$ cat src/rtl/enc_quad_emulator_if.sv
// Command/output bundle for enc_quad_emulator: speed command handshake plus quadrature outputs.
// Carries enc_z only when ENC_INDEX_EN is defined.
interface enc_quad_emulator_if #(
   parameter int DATA_WIDTH = 16
);
   logic                         cmd_valid;
   logic                         cmd_ready;
   logic signed [DATA_WIDTH-1:0] cmd_rpm;
   logic                         enc_a;
   logic                         enc_b;
   logic                         step_pulse;
   logic signed [31:0]           pos_cnt;
   logic                         busy;
`ifdef ENC_INDEX_EN
   logic                         enc_z;
`endif

   // master is the command sender / encoder consumer, slave is the emulator itself
   modport master (
      output cmd_valid,
      output cmd_rpm,
      input  cmd_ready,
      input  enc_a,
      input  enc_b,
      input  step_pulse,
      input  pos_cnt,
`ifdef ENC_INDEX_EN
      input  enc_z,
`endif
      input  busy
   );

   modport slave (
      input  cmd_valid,
      input  cmd_rpm,
      output cmd_ready,
      output enc_a,
      output enc_b,
      output step_pulse,
      output pos_cnt,
`ifdef ENC_INDEX_EN
      output enc_z,
`endif
      output busy
   );
endinterface

$ cat src/rtl/enc_quad_emulator.sv
// Quadrature encoder emulator: turns a signed RPM command into A/B edges via a 32-bit phase accumulator.
// Optional index channel (enc_z, per-revolution edge counter) is built when ENC_INDEX_EN is defined.
module enc_quad_emulator #(
   parameter int CLK_FREQ_HZ = 50_000_000,
   parameter int PPR         = 1040,
   parameter int DATA_WIDTH  = 16,
   parameter int DIR_GAP_CYC = 1000
) (
   input  logic              clk,
   input  logic              rst,
   enc_quad_emulator_if.slave bus
);

   // Phase increment per RPM: one accumulator wrap per quadrature edge.
   localparam logic [63:0] K_WIDE =
      ((64'(4) * 64'(PPR)) << 32) / (64'(60) * 64'(CLK_FREQ_HZ));
   localparam logic [31:0] K = K_WIDE[31:0];

   localparam logic [DATA_WIDTH-1:0] MAX_MAG  = {1'b0, {(DATA_WIDTH-1){1'b1}}};
   localparam logic [DATA_WIDTH-1:0] MOST_NEG = {1'b1, {(DATA_WIDTH-1){1'b0}}};

   localparam int               GAP_W    = $clog2(DIR_GAP_CYC + 1);
   localparam logic [GAP_W-1:0] GAP_LAST = GAP_W'(DIR_GAP_CYC - 1);

   typedef enum logic [1:0] {
      IDLE,
      RUN,
      REV_WAIT
   } state_t;

   state_t              state;
   logic [31:0]         acc;
   logic [31:0]         inc;
   logic                dir_rev;
   logic [31:0]         pend_inc;
   logic                pend_rev;
   logic [GAP_W-1:0]    gap_cnt;
   logic                enc_a_q;
   logic                enc_b_q;
   logic                step_q;
   logic signed [31:0]  pos_q;
   logic                busy_q;
   logic                ready_q;

   logic [DATA_WIDTH-1:0] cmd_mag;
   logic                  cmd_neg;
   logic                  cmd_zero;
   logic [31:0]           cmd_inc;
   logic                  accept;
   logic [32:0]           acc_sum;
   logic                  step_now;

   always_comb begin
      cmd_neg = bus.cmd_rpm[DATA_WIDTH-1];
      cmd_mag = bus.cmd_rpm;
      if (bus.cmd_rpm == MOST_NEG) begin
         cmd_mag = MAX_MAG;
      end else if (cmd_neg) begin
         cmd_mag = -bus.cmd_rpm;
      end
      cmd_zero = (cmd_mag == '0);
      cmd_inc  = 32'(cmd_mag) * K;
      accept   = bus.cmd_valid && ready_q;
      acc_sum  = {1'b0, acc} + {1'b0, inc};
      step_now = (state == RUN) && acc_sum[32];
   end

   // A step always follows the direction in force this cycle; a command accepted
   // in the same cycle only takes effect from the next one.
   always_ff @(posedge clk) begin
      if (rst) begin
         state    <= IDLE;
         acc      <= '0;
         inc      <= '0;
         dir_rev  <= 1'b0;
         pend_inc <= '0;
         pend_rev <= 1'b0;
         gap_cnt  <= '0;
         enc_a_q  <= 1'b0;
         enc_b_q  <= 1'b0;
         step_q   <= 1'b0;
         pos_q    <= '0;
         busy_q   <= 1'b0;
         ready_q  <= 1'b0;
      end else begin
         step_q <= 1'b0;
         if (step_now) begin
            step_q <= 1'b1;
            if (dir_rev) begin
               enc_a_q <= enc_b_q;
               enc_b_q <= ~enc_a_q;
               pos_q   <= pos_q - 32'sd1;
            end else begin
               enc_a_q <= ~enc_b_q;
               enc_b_q <= enc_a_q;
               pos_q   <= pos_q + 32'sd1;
            end
         end

         case (state)
            IDLE: begin
               ready_q <= 1'b1;
               if (accept && !cmd_zero) begin
                  inc     <= cmd_inc;
                  dir_rev <= cmd_neg;
                  busy_q  <= 1'b1;
                  state   <= RUN;
               end
            end

            RUN: begin
               acc <= acc_sum[31:0];
               if (accept) begin
                  if (cmd_zero) begin
                     acc    <= '0;
                     inc    <= '0;
                     busy_q <= 1'b0;
                     state  <= IDLE;
                  end else if (cmd_neg == dir_rev) begin
                     inc <= cmd_inc;
                  end else begin
                     inc      <= '0;
                     pend_inc <= cmd_inc;
                     pend_rev <= cmd_neg;
                     gap_cnt  <= '0;
                     ready_q  <= 1'b0;
                     state    <= REV_WAIT;
                  end
               end
            end

            REV_WAIT: begin
               if (gap_cnt == GAP_LAST) begin
                  acc     <= '0;
                  inc     <= pend_inc;
                  dir_rev <= pend_rev;
                  ready_q <= 1'b1;
                  state   <= RUN;
               end else begin
                  gap_cnt <= gap_cnt + 1'b1;
               end
            end

            default: begin
               state <= IDLE;
            end
         endcase
      end
   end

   assign bus.cmd_ready  = ready_q;
   assign bus.enc_a      = enc_a_q;
   assign bus.enc_b      = enc_b_q;
   assign bus.step_pulse = step_q;
   assign bus.pos_cnt    = pos_q;
   assign bus.busy       = busy_q;

`ifdef ENC_INDEX_EN
   localparam int               EDGES_REV = 4 * PPR;
   localparam int               REV_W     = $clog2(EDGES_REV);
   localparam logic [REV_W-1:0] REV_LAST  = REV_W'(EDGES_REV - 1);

   logic [REV_W-1:0] rev_cnt;
   logic [REV_W-1:0] rev_next;
   logic             enc_z_q;

   always_comb begin
      if (dir_rev) begin
         rev_next = (rev_cnt == '0) ? REV_LAST : rev_cnt - 1'b1;
      end else begin
         rev_next = (rev_cnt == REV_LAST) ? '0 : rev_cnt + 1'b1;
      end
   end

   // Index marks edge position zero of each revolution in either direction.
   always_ff @(posedge clk) begin
      if (rst) begin
         rev_cnt <= '0;
         enc_z_q <= 1'b1;
      end else if (step_now) begin
         rev_cnt <= rev_next;
         enc_z_q <= (rev_next == '0);
      end
   end

   assign bus.enc_z = enc_z_q;
`endif

endmodule
$ cat src/flat_wrapper.sv
// flat-port wrapper written by rule: the top's interface ports become plain ports
module enc_quad_emulator_flat 
#(
   parameter int CLK_FREQ_HZ = 50_000_000,
   parameter int PPR         = 1040,
   parameter int DATA_WIDTH  = 16,
   parameter int DIR_GAP_CYC = 1000
)
  (clk, rst, bus_cmd_valid, bus_cmd_rpm, bus_cmd_ready, bus_enc_a, bus_enc_b, bus_step_pulse, bus_pos_cnt, bus_busy);
  enc_quad_emulator_if #(.DATA_WIDTH(DATA_WIDTH)) bus_i ();
  input  logic clk;
  input  logic rst;
  input wire logic [$bits(bus_i.cmd_valid)-1:0] bus_cmd_valid;
  input wire logic [$bits(bus_i.cmd_rpm)-1:0] bus_cmd_rpm;
  output wire logic [$bits(bus_i.cmd_ready)-1:0] bus_cmd_ready;
  output wire logic [$bits(bus_i.enc_a)-1:0] bus_enc_a;
  output wire logic [$bits(bus_i.enc_b)-1:0] bus_enc_b;
  output wire logic [$bits(bus_i.step_pulse)-1:0] bus_step_pulse;
  output wire logic [$bits(bus_i.pos_cnt)-1:0] bus_pos_cnt;
  output wire logic [$bits(bus_i.busy)-1:0] bus_busy;
  assign bus_i.cmd_valid = bus_cmd_valid;
  assign bus_i.cmd_rpm = bus_cmd_rpm;
  assign bus_cmd_ready = bus_i.cmd_ready;
  assign bus_enc_a = bus_i.enc_a;
  assign bus_enc_b = bus_i.enc_b;
  assign bus_step_pulse = bus_i.step_pulse;
  assign bus_pos_cnt = bus_i.pos_cnt;
  assign bus_busy = bus_i.busy;
  enc_quad_emulator #(.CLK_FREQ_HZ(CLK_FREQ_HZ), .PPR(PPR), .DATA_WIDTH(DATA_WIDTH), .DIR_GAP_CYC(DIR_GAP_CYC)) u_core (.clk(clk), .rst(rst), .bus(bus_i));
endmodule
$ cat config.mk
export PLATFORM = sky130hd
export DESIGN_NAME = enc_quad_emulator_flat
export DESIGN_NICKNAME = d
export VERILOG_FILES = /design/src/rtl/enc_quad_emulator_if.sv /design/src/rtl/enc_quad_emulator.sv /design/src/flat_wrapper.sv
export SDC_FILE = /design/constraint.sdc
export NUM_CORES = 1
export LEC_CHECK = 0
export CAP_MARGIN = 15
export CELL_PAD_IN_SITES_DETAIL_PLACEMENT = 0
export CELL_PAD_IN_SITES_GLOBAL_PLACEMENT = 1
export CORE_ASPECT_RATIO = 1.4
export CORE_MARGIN = 4
export CORE_UTILIZATION = 48
export CTS_CLUSTER_DIAMETER = 100
export DETAILED_ROUTE_END_ITERATION = 12
export PLACE_DENSITY = 0.86
export SLEW_MARGIN = 20
export SYNTH_ARGS = -nofsm -noshare
export SYNTH_HDL_FRONTEND = slang
export SYNTH_SLANG_ARGS = --single-unit
$ cat constraint.sdc
create_clock -name clk -period 10.2 [get_ports clk]
set_input_delay 1.53 -clock clk [delete_from_list [all_inputs] [get_ports clk]]
set_output_delay 1.53 -clock clk [all_outputs]
set_load 0.02 [all_outputs]
==> key figures <==
Run status
  – Status: finished, final reports clean

Logic synthesis
  – Cells after Synth: 1,537
  – Seq cells post-synth: 141
  – Ys async rst share: 0
  – Synth cell count leaders: ha_1, nor2_1, inv_1, dfxtp_1, nand2_1
  – Count leader, synth: ha_1
  – Synth Warn #: 0
  – Number of synthesized flops with an enable pin: 0
  – Post-synth top flop: dfxtp_1
  – Post-synth top area share: 0.223
  – Syn Area/Cell: 8.25 um2
  – Mapped Area: 12,700 um2
  – Mapped Nets: 1,793
  – Top area cells in the synthesized netlist: dfxtp_1, ha_1, fa_1
  – Synth area leader: dfxtp_1
  – Post-synth cell types: 67
  – Sequential-to-total area share from yosys stat: 0.223

STA
  – Tcrit/Tclk final: 0.819
  – Worst-case clock skew: roughly 0.013 ns
  – RSZ-0062 raised after global routing: no
  – Setup TNS: 0 ns
  – Pins over their slew limit: 0
  – Hold Slack: 0.458 ns
  – Setup ws final: 1.85 ns
  – Finish-stage setup viols: 0
  – Slew margin rel.: 0.338
  – Final Hold Viols: 0
  – Post-route minimum period: 8.35 ns
  – Worst-margin pin slew: 0.981 ns
  – F_max: 120 MHz

Global route
  – Pin count of the biggest net entering global routing: 80
  – Global Route Usage Sum: 0.210
  – Initial antenna violation count: 0
  – First-pass GRT wire length: 51,400 um
  – Vias in the first global route: between 10,000 and 15,000
  – GRT Residual Overflow: 0

Route
  – DRT iter0 DRCs: between 400 and 500
  – Vias after detailed routing: around 11,000
  – Pre-Repair DR Iteration Count: 5
  – Post-Route WL: 30,700 um
  – Vias/cell: 5.72
  – Antenna-violating nets left: 0
  – DR WL/cell: 16.2 um
  – Number of remaining DRC errors: 0

Min path
  – Worst hold path class: reg2reg

CTS
  – CTS buffer count: 17
  – CTS tree: done
  – Sink Count: 141
  – CTS Buffer Depth: 2
  – CTS root buf: clkbuf_16
  – Post-CTS Setup Inserts: 0
  – H-tree depth: 4
  – CTS resizes: 0
  – Worst-path clk slew: 0.06 ns
  – Clock Latency Late Sink: 0.43 ns
  – Post-CTS Hold Buffers: 0

Die
  – Row cnt: 70
  – Die height: 200 um
  – Chip Width: 145 um
  – Core box area: approximately 26,000 um2
  – # IOs: 56
  – Initial core utilization: 0.486
  – Die ar.: 29,100 um2

Pwr
  – Logic pwr share: 0.706
  – Int Pwr: roughly 2.2 mW
  – Net Sw Frac: 0.491
  – Pwr per Cell Area: 308 nW/um2
  – Psw: 2.12 mW
  – Clock power share: 0.133
  – Flop pwr share: 0.161
  – Leak: ~6.3 nW
  – Worst vdd ir: slightly below 0.0002 V

Setup path
  – Worst Reg-to-Reg Cells: 10
  – Max FO, Critical Path: 12
  – Setup crit end: u_core.inc[21]
  – Crit Reg-Reg Endpoint: u_core.bus.pos_cnt[31]
  – CP required: 10.55 ns
  – CP startpoint kind: input pin
  – Crit path arrival time: 8.70 ns
  – R2r startpoint: u_core.dir_rev
  – Crit Path Class: in2reg
  – CP startpoint: bus_cmd_rpm[8]
  – CP endpoint kind: flop
  – R2R Setup Slk: 6.59 ns

Place
  – Setup WS pre-CTS: 1.49 ns
  – Gpl congestion: about 0.89
  – DPL Wire Length: 24,100 um
  – IO Port Bufs: 55

Run
  – Max cap viols: 0

Cells and area
  – Ant diodes: 0
  – Area Overhead vs Synth: 10.7%
  – Layout cell share with drive strength beyond 1: 0.0382
  – Final Net Count: 1,818
## logic make-up (layout without fill, tap and decap cells)
group / after synthesis / in the layout / synth area share
AOI/OAI and AO/OA: 375 / 375 / 0.198
xor gates and xnor gates: 88 / 88 / 0.0608
adders and majority gates: 237 / 237 / 0.268
buffers and inverters: 213 / 248 / 0.0642
DFF: 141 / 141 / 0.223
muxes: 22 / 22 / 0.0174
and+or+nand+nor: 461 / 461 / 0.169
## worst min-delay path by stage
stage / from / to / slack (ns) / cells past startpoint
after global routing: u_core.pend_inc[4] / u_core.pend_inc[4] / 0.48 / 2
after detailed placement: u_core.pend_inc[9] / u_core.pend_inc[9] / 0.45 / 2
after floorplan: u_core.acc[28] / u_core.acc[28] / 0.42 / 2
after global placement: u_core.acc[28] / u_core.acc[28] / 0.43 / 2
after CTS: u_core.pend_inc[7] / u_core.pend_inc[7] / 0.46 / 2
final: u_core.pend_inc[26] / u_core.pend_inc[26] / 0.46 / 2
## area by class of cell
| cell class | count | area, um2 |
|---|---|---|
| inverter | 153 | 574 |
| timing repair buffer | 66 | 631 |
| clock buffer | 20 | 467 |
| tap | 324 | 405 |
| multi-input combinational | 1183 | 9070 |
| clock inverter | 9 | 67.6 |
| fill | 2485 | 12100 |
| sequential | 141 | 2820 |
## layer usage
metal,routed length (um),GRT usage,part of all wire
met4,893,0.0781,0.029
met5,0,0,0
met1,13100,0.244,0.43
met3,767,0.0226,0.025
met2,15900,0.394,0.52
## power by group through the flow
stage	Combinational (mW)	Sequential, mW	Clock (mW)
after floorplan	2.40	0.701	0
after CTS	3.07	0.696	0.586
final	3.05	0.697	0.576
after detailed placement	3.05	0.707	0
after global routing	3.52	0.706	0.608
after global placement	3.02	0.705	0
## state kept, by name, summed over array words and instances, names as in the netlist
signal,cells
u_core.acc,32
u_core.bus.busy,1
u_core.bus.cmd_ready,1
u_core.bus.enc_a,1
u_core.bus.enc_b,1
u_core.bus.pos_cnt,32
u_core.bus.step_pulse,1
u_core.dir_rev,1
u_core.gap_cnt,10
u_core.inc,29
u_core.pend_inc,29
u_core.pend_rev,1
u_core.state,2
## metrics by stage
stage	util	area, um2	power [mW]	cells
final	0.538	14000	4.33	1896
after CTS	0.538	14000	4.35	1896
after detailed placement	0.517	13500	3.76	1867
after global placement	0.517	13500	3.73	1867
after global routing	0.538	14000	4.83	1896
after floorplan	-	12700	3.10	1537
## placed cells by master (no fill, tap or decap), drive strengths merged, types with 11 or more instances in the layout
cell	Yosys	routed
a211oi	16	16
a22oi	14	14
clkbuf	50	20
nor3	41	41
nand4	18	18
o21ai	61	61
nand2b	13	13
xor2	37	37
fa	58	58
o21a	12	12
and2	11	11
ha	179	179
nor2	155	155
a31oi	15	15
a21o	35	35
and3	11	11
or3	11	11
nand3	44	44
inv	153	153
a22o	15	15
buf	10	12
nand2	115	115
dfxtp	141	141
a221oi	28	28
a21oi	111	111
clkdlybuf4s50	0	54
xnor2	51	51
mux2i	22	22
## worst max-delay path, stage by stage
cell	delay, ns
clkdlybuf4s50_1	0.46
or4_1	0.53
or2_2	0.32
nor3_1	0.47
nand2_1	0.39
nand2_1	0.33
ha_1	0.30
fa_1	0.51
fa_1	0.52
fa_1	0.54
inv_1	0.05
fa_1	0.53
inv_1	0.04
ha_1	0.35
a21oi_1	0.09
o21a_1	0.22
o21a_1	0.12
a311oi_1	0.39
o21ai_0	0.20
or3b_2	0.49
a21o_1	0.18
a31oi_1	0.15
Note: power is estimated with default switching activity, not from simulation.
